[src/rtl/count_checker_sat_counter.sv]
// sat_counter: saturating up-counter with synchronous active-high clear.
// Counts one per cycle while inc is high and parks at all-ones.
module sat_counter #(
    parameter int unsigned WIDTH = 8
) (
    input  logic             clock,
    input  logic             clear,
    input  logic             inc,
    output logic [WIDTH-1:0] value
);

    logic [WIDTH-1:0] value_q;
    logic [WIDTH-1:0] value_d;
    logic             at_max_c;

    // Next value: increment unless already saturated
    always_comb begin
        value_d  = value_q;
        at_max_c = (value_q == {WIDTH{1'b1}});
        if (inc && !at_max_c) begin
            value_d = value_q + WIDTH'(1);
        end
    end

    // Count register with synchronous clear
    always_ff @(posedge clock) begin
        if (clear) begin
            value_q <= '0;
        end else begin
            value_q <= value_d;
        end
    end

    assign value = value_q;

endmodule : sat_counter

[config.mk]
export PLATFORM = sky130hd
export DESIGN_NAME = sat_counter
export DESIGN_NICKNAME = d
export VERILOG_FILES = /design/src/rtl/count_checker_sat_counter.sv
export SDC_FILE = /design/constraint.sdc
export NUM_CORES = 1
export LEC_CHECK = 0
export CORE_AREA = 2 2 39 41
export CTS_CLUSTER_SIZE = 24
export DETAILED_ROUTE_END_ITERATION = 10
export DIE_AREA = 0 0 41 43
export PLACE_DENSITY = 0.65
export SLEW_MARGIN = 20
export SYNTH_ARGS = -nofsm -noshare
export SYNTH_HDL_FRONTEND = slang
export SYNTH_SLANG_ARGS = --single-unit
[constraint.sdc]
create_clock -name clock -period 1.6 [get_ports clock]
set_clock_uncertainty 0.2 [all_clocks]
set_input_delay 0.32 -clock clock [delete_from_list [all_inputs] [get_ports clock]]
set_output_delay 0.32 -clock clock [all_outputs]
set_load 0.03 [all_outputs]
==> impl_summary.txt <==
----------------------------------------------------
[Cells and area]
  Count of nets after finishing ... 71
  Number of standard cells in the final layout excluding fillers ... 82
  Relative area change from synthesis to final layout ... 52.4%
  Flip-flop count of the largest register after layout ... 8
  Number of fill cells ... 130
  Layout cell share with drive strength beyond 1 ... 47.0%
  Antenna Diode Count ... 0
  Final core utilization ... 49.2%

[GRT]
  Initial antenna violation count ... 0
  Grt total ovfl ... 0
  Global-route wire length before repair ... 1.75 mm
  Via count of the first global-routing pass ... 414
  Maximum number of pins on one net before global-route repair ... 9
  Total routing resource utilization after global routing ... 15.0%

[Floorplan]
  Horiz. Die Dim ... 41 microns
  Starting density of the core ... 32.3%
  Placement row count ... 14
  Ports placed on the boundary ... 11
  Area of the die ... 1760 sq um
  Core Footprint ... 1380 sq um
  Die Ht ... 43 microns

[Detailed routing]
  Detailed-router iteration count before antenna repair ... 4
  Number of DRC violations after detailed-routing iteration 0 ... 5
  Detail Route Antenna Nets ... 0
  Met1 Routed Length ... 498 microns
  Count of vias placed by the detailed router ... 415
  Met2 routed WL ... 417 microns
  DRC violations left ... 0
  Met3 Wirelength ... 27 microns
  Via/cell ratio ... 5.06
  Top Layer Used ... met4
  Drt total wl ... 977 microns
  Wire per inst ... 11.9 microns

[Placed design]
  Port bufs ... 10
  Gp weighted congestion ... 0.793
  Total placed cells including tap cells ... 78

[Setup path]
  Critical path arrival ... 1.52 ns
  Sort of element at the end of the critical path ... register
  Required time of the worst setup path ... 1.55 ns
  Critical path's largest stage delay ... 0.36 ns
  Element type at the critical path start ... register
  Sequence of cells on the critical path ... ha_4 > and3_4 > a211oi_4 > mux2_4
  Kind of cell adding the most delay to the critical path ... flip-flops
  Startpoint-to-endpoint class of the critical path ... reg -> reg
  Largest fanout of any net on the critical path ... 4
  Crit-path slowest cell ... sky130_fd_sc_hd__dfxtp_4
  Sum of buffers and inverters on the critical path ... 0

[Timing]
  Relative slew slack ... 78.3%
  Slew at the pin closest to its max-slew limit ... 0.324 ns
  Count of final hold-check violations ... 0
  Worst hold slack after final layout ... 0.316 ns
  Setup repair after global routing missed its margin ... yes
  Post-layout minimum cycle time ... 1.57 ns
  Top achievable clock speed ... 0.636 GHz
  Count of endpoints failing setup in the final report ... 0
  Portion of the clock cycle consumed by the worst path in the final layout ... 98.3%
  Final Max Slew Viols ... 0
  Sum of negative setup slack ... 0 ns

[Power and ir drop]
  PnR Total Power ... 449 uW
  Max rail drop VDD ... 0.337 mV
  Part of the total power dissipated in sequential elements ... 47.1%
  Sw Ratio ... 25.8%
  Power per unit of standard cell area ... 660 nW/um^2
  Leakage power total ... 0.000281 uW
  Combinational fraction of design power ... 13.9%
  Clock share of power ... 39.0%
  Power Internal ... 333 uW
  Net switching power figure ... 116 uW

[Clock tree]
  CTS Root Buffer Type ... sky130_fd_sc_hd__clkbuf_4
  Hold-fix buffer count after cts ... 0
  Maximum clock path buffer count ... 2
  Clock sinks ... 8
  Clock latency on the worst-skew pair ... 0.26 ns
  CTS tree ... built
  Number of buffers inserted during clock tree synthesis ... 3
  H-Tree Depth ... 1
  Clock slew at reported path FFs ... 0.06 ns

[Outcome]
  Run status ... finished, final reports clean

[Yosys]
  Netlist area before placement ... 447 sq um
  Avg Synthesized Cell Area ... 10.2 sq um
  Syn Inst Count ... 44
  FF+latch count, synth ... 8
  Nets in the synthesized netlist ... 48
  Count of warnings emitted by yosys ... 0
  Unique masters post-synth ... 27
  Sequential fraction of the synthesis area ... 35.9%

[Job]
  Max-cap violation count ... 0

[Min path]
  Class of the worst hold path ... reg -> reg

----------------------------------------------------
[final timing paths]
check,startpoint,end,slack (ns),cells after the start
max,value[1],value[5],0.03,4
min,value[1],value[1],0.32,2
max reg2reg,value[1],value[5],0.03,4
min reg2reg,value[1],value[1],0.32,2
[routing by layer]
metal | track usage (%) | vias to the layer above
li1 | - | 215
met1 | 20.6 | 186
met2 | 19.1 | 10
met3 | 3.14 | 4
met4 | 12.0 | 0
met5 | 0 | -
[through the flow]
step                worst slack [ns]  cell area (sq um)
global placement              -0.192                642
global route                -0.00707                681
floorplan                    -0.0933                472
detailed placement            -0.217                642
CTS                           0.0224                663
finish                        0.0274                681
[cell usage after synthesis, drive strengths merged]
master	count	share of area, %
nor2	2	1.7
dfxtp	8	36
a311oi	2	5.3
nand3	1	1.1
and4b	1	2.2
mux2	2	6.7
and3	1	1.4
a21oi	3	3.4
a21boi	1	2.5
o21ba	1	2.2
a41oi	1	2.0
buf	2	4.2
nand2	1	0.84
nor2b	3	4.2
clkbuf	1	0.84
a211oi	4	7.8
nand4	2	4.2
nor3	2	2.2
inv	1	0.84
nand2b	2	2.8
mux2i	1	2.2
and4	1	2.5
ha	1	2.8
[power by group through the flow]
stage / registers [uW] / clock network, uW / logic [uW]
after floorplan: 227 / 0 / 24.1
after global routing: 212 / 194 / 66.1
after CTS: 212 / 185 / 62.8
after detailed placement: 216 / 0 / 65.9
final: 212 / 175 / 62.2
after global placement: 217 / 0 / 64.1
[cell families after synthesis]
| kind of cell | count (synthesis) | synth area share [%] |
|---|---|---|
| adder cells (fa/ha/maj) | 1 | 2.80 |
| AO/OA/AOI/OAI | 12 | 23.2 |
| AND/OR/NAND/NOR | 16 | 23.2 |
| buffers and inverters | 4 | 5.88 |
| multiplexers | 3 | 8.96 |
| flip-flops | 8 | 35.9 |
[cells in the final DEF (no fill, tap or decap), types with 2 or more instances in the layout]
cell                               n
sky130_fd_sc_hd__nand2b_1          2
sky130_fd_sc_hd__dfxtp_4           2
sky130_fd_sc_hd__mux2_4            2
sky130_fd_sc_hd__dfxtp_1           6
sky130_fd_sc_hd__clkdlybuf4s50_1   2
sky130_fd_sc_hd__buf_4            15
sky130_fd_sc_hd__nor2_1            2
sky130_fd_sc_hd__a211oi_1          2
sky130_fd_sc_hd__clkbuf_4          3
sky130_fd_sc_hd__nor2b_1           3
sky130_fd_sc_hd__dlygate4sd2_1     4
sky130_fd_sc_hd__a21oi_1           3
[layout make-up]
type	instances	area [sq um]	area share, %
clock buffer	4	26.3	3.86
inverter	1	3.75	0.551
multi-input combinational	32	295	43.4
sequential	8	168	24.6
tap	16	20.0	2.94
timing repair buffer	21	168	24.6
[worst register-to-register path, cell delays in order (launching register included)]
cell,delay (ns)
sky130_fd_sc_hd__dfxtp_4,0.36
sky130_fd_sc_hd__ha_4,0.16
sky130_fd_sc_hd__and3_4,0.20
sky130_fd_sc_hd__a211oi_4,0.22
sky130_fd_sc_hd__mux2_4,0.31
[repair_timing]
item,4_1_cts,5_1_grt
setup buffers,0,0
endpoints found under the setup margin,5,1
pin swaps,1,2
resized for setup,4,3
Power figures use the tool's default switching activity.
